<file path="config.mk">
export PLATFORM = sky130hd
export DESIGN_NAME = csi2_window_packer_flat
export DESIGN_NICKNAME = d
export VERILOG_FILES = /design/src/rtl/csi2_window_packer_if.sv /design/src/rtl/csi2_window_packer.sv /design/src/flat_wrapper.sv
export SDC_FILE = /design/constraint.sdc
export NUM_CORES = 1
export LEC_CHECK = 0
export CORE_MARGIN = 4
export CORE_UTILIZATION = 60
export DETAILED_ROUTE_END_ITERATION = 6
export GPL_TIMING_DRIVEN = 0
export PLACE_DENSITY = 0.75
export SETUP_SLACK_MARGIN = 0.4
export SLEW_MARGIN = 40
export SYNTH_ARGS = -nofsm -noshare
export SYNTH_HDL_FRONTEND = slang
export SYNTH_SLANG_ARGS = --single-unit
</file>
<file path="constraint.sdc">
create_clock -name READ_CLOCK_I -period 5.68 [get_ports READ_CLOCK_I]
set_input_delay 0.852 -clock READ_CLOCK_I [delete_from_list [all_inputs] [get_ports READ_CLOCK_I]]
set_output_delay 0.852 -clock READ_CLOCK_I [all_outputs]
set_load 0.01 [all_outputs]
</file>
<file path="src/rtl/csi2_window_packer_if.sv">
// Output word stream of csi2_window_packer: FIFO head, its frame/row tags and the consumer handshake.
interface csi2_window_packer_if;
  logic [31:0] word_o;
  logic        word_valid_o;
  logic        word_ready_i;
  logic        sof_o;
  logic        eol_o;
  logic        eof_o;

  modport master (
    output word_o, word_valid_o, sof_o, eol_o, eof_o,
    input  word_ready_i
  );

  modport slave (
    input  word_o, word_valid_o, sof_o, eol_o, eof_o,
    output word_ready_i
  );
endinterface

</file>
<file path="src/rtl/csi2_window_packer.sv">
// Crops a window from the CSI-2 decoder pixel stream, packs kept bytes little-endian into 32-bit
// words and queues them with sof/eol/eof tags. Optional macro CSI2_WIN_DECIMATE_EN adds 2x2 decimation.
//
// state  | meaning
// IDLE   | waiting for frame_start_i with enable_i=1; pixels and other markers ignored
// ACTIVE | capturing the current frame into the packer
module csi2_window_packer #(
  parameter int g_FIFO_DEPTH = 16,
  parameter int g_COORD_W    = 11
) (
  input  logic                 READ_CLOCK_I,
  input  logic                 RESET_n_I,
  input  logic                 enable_i,
  input  logic [7:0]           data_in_i,
  input  logic                 pixel_valid_i,
  input  logic                 frame_start_i,
  input  logic                 frame_end_i,
  input  logic                 line_start_i,
  input  logic                 line_end_i,
  input  logic [g_COORD_W-1:0] win_x_i,
  input  logic [g_COORD_W-1:0] win_y_i,
  input  logic [g_COORD_W-1:0] win_w_i,
  input  logic [g_COORD_W-1:0] win_h_i,
  csi2_window_packer_if.master out_if,
  output logic                 overflow_o,
  output logic                 busy_o
);

  localparam int LP_AW = $clog2(g_FIFO_DEPTH);
  localparam int LP_CW = g_COORD_W;
  localparam logic [0:0] ST_IDLE   = 1'b0;
  localparam logic [0:0] ST_ACTIVE = 1'b1;

  logic [0:0]       r_state;
  logic [LP_CW-1:0] r_win_x, r_win_y, r_win_w, r_win_h;
  logic [LP_CW-1:0] r_x, r_y;
  logic [23:0]      r_pack;
  logic [1:0]       r_cnt;
  logic             r_sof_arm;
  logic             r_push_v;
  logic [31:0]      r_push_data;
  logic             r_push_sof, r_push_eol, r_push_eof;
  logic [34:0]      r_mem [g_FIFO_DEPTH];
  logic [LP_AW:0]   r_wr_ptr, r_rd_ptr;
  logic             r_overflow;

  logic             w_active, w_fs_acc, w_run;
  logic [LP_CW-1:0] w_x_cur;
  logic [LP_CW:0]   w_x_ext, w_y_ext, w_x_end, w_y_end;
  logic             w_in_x, w_in_y, w_keep, w_last_x, w_last_y;
  logic [31:0]      w_word;
  logic [2:0]       w_cnt_new;
  logic             w_eol, w_eof, w_push;
  logic [LP_AW:0]   w_count;
  logic             w_empty, w_full, w_pop, w_wr;
  logic [34:0]      w_head;

  assign w_active = (r_state == ST_ACTIVE);
  assign w_fs_acc = frame_start_i & enable_i;
  assign w_run    = w_active & ~frame_start_i;
  assign w_x_cur  = line_start_i ? '0 : r_x;

  // Window bounds are evaluated one bit wider so origin+size never wraps.
  assign w_x_ext = {1'b0, w_x_cur};
  assign w_y_ext = {1'b0, r_y};
  assign w_x_end = {1'b0, r_win_x} + {1'b0, r_win_w};
  assign w_y_end = {1'b0, r_win_y} + {1'b0, r_win_h};
  assign w_in_x  = (w_x_ext >= {1'b0, r_win_x}) && (w_x_ext < w_x_end);
  assign w_in_y  = (w_y_ext >= {1'b0, r_win_y}) && (w_y_ext < w_y_end);

`ifdef CSI2_WIN_DECIMATE_EN
  // Even relative offset <=> same LSB as the window origin.
  assign w_keep   = w_run & pixel_valid_i & w_in_x & w_in_y
                    & ~(w_x_cur[0] ^ r_win_x[0]) & ~(r_y[0] ^ r_win_y[0]);
  assign w_last_x = (w_x_ext + (LP_CW+1)'(2)) >= w_x_end;
  assign w_last_y = (w_y_ext + (LP_CW+1)'(2)) >= w_y_end;
`else
  assign w_keep   = w_run & pixel_valid_i & w_in_x & w_in_y;
  assign w_last_x = (w_x_ext + (LP_CW+1)'(1)) == w_x_end;
  assign w_last_y = (w_y_ext + (LP_CW+1)'(1)) == w_y_end;
`endif

  always_comb begin
    w_word    = {8'h00, r_pack};
    w_cnt_new = {1'b0, r_cnt};
    if (w_keep) begin
      case (r_cnt)
        2'd0:    w_word[7:0]   = data_in_i;
        2'd1:    w_word[15:8]  = data_in_i;
        2'd2:    w_word[23:16] = data_in_i;
        default: w_word[31:24] = data_in_i;
      endcase
      w_cnt_new = {1'b0, r_cnt} + 3'd1;
    end
  end

  assign w_eol  = (w_keep & w_last_x) | line_end_i | frame_end_i;
  assign w_eof  = w_eol & (w_last_y | frame_end_i);
  assign w_push = w_run & (w_cnt_new != 3'd0) & ((w_cnt_new == 3'd4) | w_eol);

  always_ff @(posedge READ_CLOCK_I or negedge RESET_n_I) begin
    if (!RESET_n_I) begin
      r_state     <= ST_IDLE;
      r_win_x     <= '0;
      r_win_y     <= '0;
      r_win_w     <= '0;
      r_win_h     <= '0;
      r_x         <= '0;
      r_y         <= '0;
      r_pack      <= '0;
      r_cnt       <= '0;
      r_sof_arm   <= 1'b0;
      r_push_v    <= 1'b0;
      r_push_data <= '0;
      r_push_sof  <= 1'b0;
      r_push_eol  <= 1'b0;
      r_push_eof  <= 1'b0;
    end else begin
      r_push_v    <= w_push;
      r_push_data <= w_word;
      r_push_sof  <= r_sof_arm;
      r_push_eol  <= w_eol;
      r_push_eof  <= w_eof;
      if (frame_start_i) begin
        r_state <= w_fs_acc ? ST_ACTIVE : ST_IDLE;
        r_pack  <= '0;
        r_cnt   <= '0;
        r_x     <= '0;
        r_y     <= '0;
        if (w_fs_acc) begin
          r_win_x   <= win_x_i;
          r_win_y   <= win_y_i;
          r_win_w   <= win_w_i;
          r_win_h   <= win_h_i;
          r_sof_arm <= 1'b1;
        end
      end else if (w_active) begin
        if (pixel_valid_i && (w_x_cur != '1))
          r_x <= w_x_cur + LP_CW'(1);
        else
          r_x <= w_x_cur;
        if (line_end_i && (r_y != '1))
          r_y <= r_y + LP_CW'(1);
        if (w_push) begin
          r_pack    <= '0;
          r_cnt     <= '0;
          r_sof_arm <= 1'b0;
        end else if (w_keep) begin
          r_pack <= w_word[23:0];
          r_cnt  <= w_cnt_new[1:0];
        end
        if (frame_end_i)
          r_state <= ST_IDLE;
      end
    end
  end

  assign w_count = r_wr_ptr - r_rd_ptr;
  assign w_empty = (w_count == '0);
  assign w_full  = (w_count == (LP_AW+1)'(g_FIFO_DEPTH));
  assign w_pop   = ~w_empty & out_if.word_ready_i;
  // A pop in the same cycle frees the slot, so a full FIFO can still accept.
  assign w_wr    = r_push_v & (~w_full | w_pop);

  always_ff @(posedge READ_CLOCK_I) begin
    if (w_wr)
      r_mem[r_wr_ptr[LP_AW-1:0]] <= {r_push_eof, r_push_eol, r_push_sof, r_push_data};
  end

  always_ff @(posedge READ_CLOCK_I or negedge RESET_n_I) begin
    if (!RESET_n_I) begin
      r_wr_ptr   <= '0;
      r_rd_ptr   <= '0;
      r_overflow <= 1'b0;
    end else begin
      if (w_wr)
        r_wr_ptr <= r_wr_ptr + (LP_AW+1)'(1);
      if (w_pop)
        r_rd_ptr <= r_rd_ptr + (LP_AW+1)'(1);
      if (r_push_v & ~w_wr)
        r_overflow <= 1'b1;
      else if (w_fs_acc)
        r_overflow <= 1'b0;
    end
  end

  assign w_head              = r_mem[r_rd_ptr[LP_AW-1:0]];
  assign out_if.word_o       = w_empty ? 32'h0 : w_head[31:0];
  assign out_if.sof_o        = ~w_empty & w_head[32];
  assign out_if.eol_o        = ~w_empty & w_head[33];
  assign out_if.eof_o        = ~w_empty & w_head[34];
  assign out_if.word_valid_o = ~w_empty;
  assign overflow_o          = r_overflow;
  assign busy_o              = w_active;

endmodule
</file>
<file path="src/flat_wrapper.sv">
// flat-port wrapper written by rule: the top's interface ports become plain ports
module csi2_window_packer_flat 
#(
  parameter int g_FIFO_DEPTH = 16,
  parameter int g_COORD_W    = 11
)
  (READ_CLOCK_I, RESET_n_I, enable_i, data_in_i, pixel_valid_i, frame_start_i, frame_end_i, line_start_i, line_end_i, win_x_i, win_y_i, win_w_i, win_h_i, overflow_o, busy_o, out_if_word_o, out_if_word_valid_o, out_if_sof_o, out_if_eol_o, out_if_eof_o, out_if_word_ready_i);
  csi2_window_packer_if out_if_i ();
  input  logic READ_CLOCK_I;
  input  logic RESET_n_I;
  input  logic enable_i;
  input  logic [7:0] data_in_i;
  input  logic pixel_valid_i;
  input  logic frame_start_i;
  input  logic frame_end_i;
  input  logic line_start_i;
  input  logic line_end_i;
  input  logic [g_COORD_W-1:0] win_x_i;
  input  logic [g_COORD_W-1:0] win_y_i;
  input  logic [g_COORD_W-1:0] win_w_i;
  input  logic [g_COORD_W-1:0] win_h_i;
  output logic overflow_o;
  output logic busy_o;
  output wire logic [$bits(out_if_i.word_o)-1:0] out_if_word_o;
  output wire logic [$bits(out_if_i.word_valid_o)-1:0] out_if_word_valid_o;
  output wire logic [$bits(out_if_i.sof_o)-1:0] out_if_sof_o;
  output wire logic [$bits(out_if_i.eol_o)-1:0] out_if_eol_o;
  output wire logic [$bits(out_if_i.eof_o)-1:0] out_if_eof_o;
  input wire logic [$bits(out_if_i.word_ready_i)-1:0] out_if_word_ready_i;
  assign out_if_word_o = out_if_i.word_o;
  assign out_if_word_valid_o = out_if_i.word_valid_o;
  assign out_if_sof_o = out_if_i.sof_o;
  assign out_if_eol_o = out_if_i.eol_o;
  assign out_if_eof_o = out_if_i.eof_o;
  assign out_if_i.word_ready_i = out_if_word_ready_i;
  csi2_window_packer #(.g_FIFO_DEPTH(g_FIFO_DEPTH), .g_COORD_W(g_COORD_W)) u_core (.READ_CLOCK_I(READ_CLOCK_I), .RESET_n_I(RESET_n_I), .enable_i(enable_i), .data_in_i(data_in_i), .pixel_valid_i(pixel_valid_i), .frame_start_i(frame_start_i), .frame_end_i(frame_end_i), .line_start_i(line_start_i), .line_end_i(line_end_i), .win_x_i(win_x_i), .win_y_i(win_y_i), .win_w_i(win_w_i), .win_h_i(win_h_i), .out_if(out_if_i), .overflow_o(overflow_o), .busy_o(busy_o));
endmodule
</file>
==> metrics.txt <==
# TYPE chip_impl_metric gauge
chip_impl_metric{name="clock_slew_seen_by_the_registers_of_the_worst_setup_and_hold_paths",unit="ns"} 0.06
chip_impl_metric{name="clkSinkCount",unit=""} 701
chip_impl_metric{name="drt_pre_antenna_iters",unit=""} 5
chip_impl_metric{name="grt_pass1_wl",unit="mm"} 107
chip_impl_metric{name="total_clock_buffers_created_by_cts",unit=""} 70
chip_impl_metric{name="seq_power_share",unit="%"} 42.4
chip_impl_metric{name="finish.utilization",unit="%"} 70.2
chip_impl_metric{name="layout.area.seq",unit="um^2"} 20300
chip_impl_metric{name="pwr-share-clk",unit="%"} 34.5
chip_impl_info{name="crit_path_frequent_cell",value="clkbuf_2"} 1
chip_impl_metric{name="dp.final_hpwl",unit="mm"} 42.9
chip_impl_metric{name="worst_r2r_path_depth",unit=""} 16
chip_impl_metric{name="core-area",unit="um^2"} 49100
chip_impl_info{name="hold_path.class",value="in2async"} 1
chip_impl_info{name="cts_root_buffer",value="clkbuf_16"} 1
chip_impl_metric{name="wl_per_cell",unit="um"} 27.3
chip_impl_info{name="yosys_most_used_dff",value="edfxtp_1"} 1
chip_impl_metric{name="row_count",unit=""} 81
chip_impl_metric{name="timing_hold_violations_final",unit=""} 0
chip_impl_info{name="crit_slowest_cell",value="clkdlybuf4s50_1"} 1
chip_impl_metric{name="worst_hold_check_slack",unit="ns"} 0.0321
chip_impl_info{name="cp_top_family",value="buffers and inverters"} 1
chip_impl_metric{name="wirelength",unit="mm"} 69.6
chip_impl_metric{name="power_density",unit="nW/um^2"} 384
chip_impl_metric{name="critPathRequiredTime",unit="ns"} 4.83
chip_impl_metric{name="cts-root-to-sink-buffers",unit=""} 3
chip_impl_metric{name="p_sw_share",unit="%"} 27.5
chip_impl_metric{name="achievable_clock_frequency",unit="MHz"} 194
chip_impl_metric{name="synth.distinct_cells",unit=""} 67
chip_impl_metric{name="yosysWarningCount",unit=""} 0
chip_impl_metric{name="worst_skew_pair.late_latency",unit="ns"} 0.60
chip_impl_metric{name="vdd_ir_drop_max",unit="V"} 0.000284
chip_impl_metric{name="i_o_pin_total",unit=""} 99
chip_impl_metric{name="setup_ws",unit="ns"} 0.518
chip_impl_info{name="timing.critical_path.to_type",value="primary output"} 1
chip_impl_metric{name="synth-async-reset-ratio",unit="%"} 20.1
chip_impl_metric{name="final_critical_period",unit="ns"} 5.16
chip_impl_metric{name="postCtsHoldBufs",unit=""} 0
chip_impl_metric{name="post-route-period-util",unit="%"} 90.9
chip_impl_metric{name="critPathArrivalTime",unit="ns"} 4.31
chip_impl_metric{name="worst_reg2reg_setup_slack",unit="ns"} 0.79
chip_impl_metric{name="floorplan.initialDensity",unit="%"} 60.8
chip_impl_metric{name="slew_violations",unit=""} 0
chip_impl_metric{name="synthesized_netlist_net_count",unit=""} 1784
chip_impl_metric{name="synth.yosys.seq_area_share",unit="%"} 68.2
chip_impl_metric{name="critPathBufInv",unit=""} 6
chip_impl_metric{name="global_route.overflow_total",unit=""} 0
chip_impl_info{name="grt_setup_unrepaired",value="no"} 1
chip_impl_metric{name="layout-drive-gt1-share",unit="%"} 23.5
chip_impl_metric{name="die_w",unit="um"} 231
chip_impl_info{name="tritoncts",value="yes"} 1
chip_impl_metric{name="vias_in_the_first_global_route",unit=""} 17196
chip_impl_metric{name="synthesis.area",unit="um^2"} 29800
chip_impl_metric{name="comb_power_share",unit="%"} 23.1
chip_impl_metric{name="routabilityCongestion",unit=""} 0.814
chip_impl_metric{name="multi_input_area",unit="um^2"} 9120
chip_impl_metric{name="antenna_left",unit=""} 0
chip_impl_metric{name="groute.usage.overall",unit="%"} 27.0
chip_impl_metric{name="flow.area_growth_from_synthesis",unit="%"} 15.6
chip_impl_metric{name="route.detailed.vias_per_inst",unit=""} 6.32
chip_impl_metric{name="synth-edff-count",unit=""} 560
chip_impl_metric{name="vias",unit=""} 16139
chip_impl_metric{name="number_of_design_rule_violations_left_after_detail_routing",unit=""} 0
chip_impl_metric{name="fill_cells",unit=""} 3148
chip_impl_metric{name="port_buffers",unit=""} 98
chip_impl_metric{name="detail_route.iter0.violations",unit=""} 1782
chip_impl_metric{name="max_cap_violations",unit=""} 0
chip_impl_metric{name="report.final.setup_viol",unit=""} 0
chip_impl_metric{name="power.net_switching",unit="mW"} 3.64
chip_impl_metric{name="max_slew.worst_pin.slew",unit="ns"} 0.865
chip_impl_metric{name="fp.dieH",unit="um"} 231
chip_impl_info{name="critical_path.cell_chain",value="clkbuf_2 > buf_2 > inv_1 > ha_1 > a21o_1 > a21oi_1 > xnor2_2 > nor2_4 > buf_12 > clkbuf_2 > nor2b_1 > clkdlybuf4s50_1"} 1
chip_impl_metric{name="pre_cts_slack",unit="ns"} -0.423
chip_impl_info{name="crit_type",value="reg2out"} 1
chip_impl_metric{name="final.setup_skew",unit="ns"} 0.0236
chip_impl_info{name="start_kind",value="register"} 1
chip_impl_metric{name="critical_path_peak_fanout",unit=""} 10
chip_impl_info{name="run_status",value="complete, no violations"} 1
chip_impl_metric{name="leakagePower",unit="nW"} 12.0
chip_impl_metric{name="slew_headroom",unit="%"} 42.3
chip_impl_metric{name="fin_nets",unit=""} 1975
chip_impl_metric{name="syn_area_per_cell",unit="um^2"} 18.2
chip_impl_metric{name="cp_slowest_stage_delay",unit="ns"} 0.58
chip_impl_metric{name="worstSetupPathDepth",unit=""} 12
chip_impl_metric{name="ctsHtreeMaxLevel",unit=""} 3
chip_impl_metric{name="die_area",unit="um^2"} 53300
chip_impl_metric{name="grt_start_max_net_pins",unit=""} 72
chip_impl_metric{name="number_of_antenna_violations_at_the_first_check_in_global_routing",unit=""} 4
chip_impl_metric{name="synth_seq_cells",unit=""} 701
chip_impl_metric{name="synthCells",unit=""} 1640
chip_impl_metric{name="internal-power",unit="mW"} 9.60
## final timing paths
path / from / end
max: u_core.r_rd_ptr[2] / out_if_word_o[15]
min in group READ_CLOCK_I: u_core.r_wr_ptr[4] / u_core.r_wr_ptr[4]
min reg2reg: u_core.r_wr_ptr[4] / u_core.r_wr_ptr[4]
max in group asynchronous: RESET_n_I / u_core.r_push_data[21]
max reg2reg: u_core.r_win_x[0] / u_core.r_pack[7]
min: RESET_n_I / u_core.r_win_h[0]
## cell usage in the layout (no fill, tap or decap), types with 12 or more instances in the layout
| cell type | synthesis | final |
|---|---|---|
| nor2_1 | 59 | 58 |
| and3_1 | 27 | 27 |
| o21ai_0 | 34 | 34 |
| mux4_2 | 175 | 175 |
| nand3_1 | 21 | 21 |
| clkinv_2 | 0 | 14 |
| inv_1 | 45 | 45 |
| dfrtp_1 | 141 | 141 |
| a21o_1 | 12 | 12 |
| and2_4 | 0 | 16 |
| ha_1 | 81 | 81 |
| clkdlybuf4s50_1 | 0 | 97 |
| buf_12 | 0 | 18 |
| clkbuf_2 | 0 | 14 |
| buf_2 | 3 | 20 |
| mux2_2 | 69 | 69 |
| a22o_1 | 26 | 26 |
| xnor2_1 | 38 | 37 |
| clkbuf_16 | 0 | 70 |
| nor2b_1 | 48 | 46 |
| edfxtp_1 | 560 | 560 |
| nor3_1 | 13 | 13 |
| nand4_1 | 12 | 12 |
| clkbuf_1 | 45 | 41 |
| nand2_1 | 29 | 29 |
| xor2_1 | 23 | 23 |
| a21oi_1 | 40 | 40 |
## power by group through the flow
stage	registers (mW)	logic (mW)	clock network [mW]
finish	5.61	3.07	4.57
global route	5.62	3.30	4.89
CTS	5.61	3.11	4.63
detailed placement	5.72	3.04	0
global placement	5.71	2.98	0
floorplan	5.70	2.00	0
## flip-flops by register name, indices dropped and copies added (netlist names), 2 cells and up
signal	cells
u_core.r_x	11
u_core.r_win_y	11
u_core.r_win_h	11
u_core.r_wr_ptr	5
u_core.r_y	11
u_core.r_cnt	2
u_core.r_win_x	11
u_core.r_push_data	32
u_core.r_rd_ptr	5
u_core.r_win_w	11
u_core.r_mem	560
u_core.r_pack	24
## routing by layer
metal | track usage (%) | vias to the layer above | share of wire (%)
met3 | 4.54 | 124 | 6.9
li1 | - | 6935 | -
met4 | 7.33 | 4 | 2.6
met5 | 0 | - | 0.049
met1 | 35.4 | 8358 | 38
met2 | 47.4 | 718 | 53
## final cells by class
cell class	count	share of cell area (%)
Sequential cell	701	59.1
Multi-Input combinational cell	830	26.5
Clock buffer	92	5.53
Timing Repair Buffer	119	4.09
Tap cell	664	2.41
Clock inverter	35	1.07
Buffer	63	0.861
Inverter	46	0.501
Antenna cell	2	0.0145
## Yosys cell counts, types with 3 or more instances
cell | n | area (um^2)
a211oi_1 | 6 | 45.0
a21o_1 | 12 | 90.1
a21oi_1 | 40 | 200
a22o_1 | 26 | 228
a22oi_1 | 5 | 37.5
a31oi_1 | 3 | 18.8
a32oi_1 | 3 | 26.3
and2_1 | 20 | 125
and3_1 | 27 | 169
buf_1 | 15 | 56.3
buf_2 | 3 | 15.0
clkbuf_1 | 45 | 169
dfrtp_1 | 141 | 3530
edfxtp_1 | 560 | 16800
ha_1 | 81 | 1010
inv_1 | 45 | 169
mux2_2 | 69 | 777
mux2i_1 | 6 | 60.1
mux4_2 | 175 | 3940
nand2_1 | 29 | 109
nand2b_1 | 8 | 50.1
nand3_1 | 21 | 105
nand4_1 | 12 | 75.1
nor2_1 | 59 | 221
nor2b_1 | 48 | 300
nor3_1 | 13 | 65.1
nor4_1 | 4 | 25.0
o211ai_1 | 6 | 45.0
o21a_1 | 8 | 60.1
o21ai_0 | 34 | 170
o21ai_1 | 3 | 15.0
o21ai_2 | 3 | 26.3
o31ai_1 | 5 | 37.5
o41ai_4 | 3 | 82.6
or3_1 | 4 | 25.0
xnor2_1 | 38 | 333
xor2_1 | 23 | 201
## through the flow
| step | setup TNS [ns] | instances | cell area (um^2) | power, mW |
|---|---|---|---|---|
| 6_report | 0 | 2552 | 34500 | 13.2 |
| 3_5_place_dp | -4.58 | 2421 | 32100 | 8.76 |
| 3_3_place_gp | -586.57 | 2402 | 31600 | 8.69 |
| 4_1_cts | 0 | 2550 | 34400 | 13.3 |
| 2_1_floorplan | 0 | 1640 | 29800 | 7.69 |
| 5_1_grt | 0 | 2550 | 34400 | 13.8 |
## what timing repair did
action                     4_1_cts  5_1_grt
buffers inserted                 2        0
pin swaps                        1        0
resized for setup               14        7
setup endpoints to repair       36       24
hold endpoints to repair         0        0
## kinds of logic after synthesis
kind of cell	Yosys count	synth area share, %
DFF	701	68.2
and+or+nand+nor	256	4.57
muxes	250	16.0
AOI/OAI and AO/OA	177	4.27
buffers and inverters	109	1.38
adders and majority gates	83	3.53
xor gates and xnor gates	64	1.98
No activity file was read; power rests on OpenSTA's default activity.
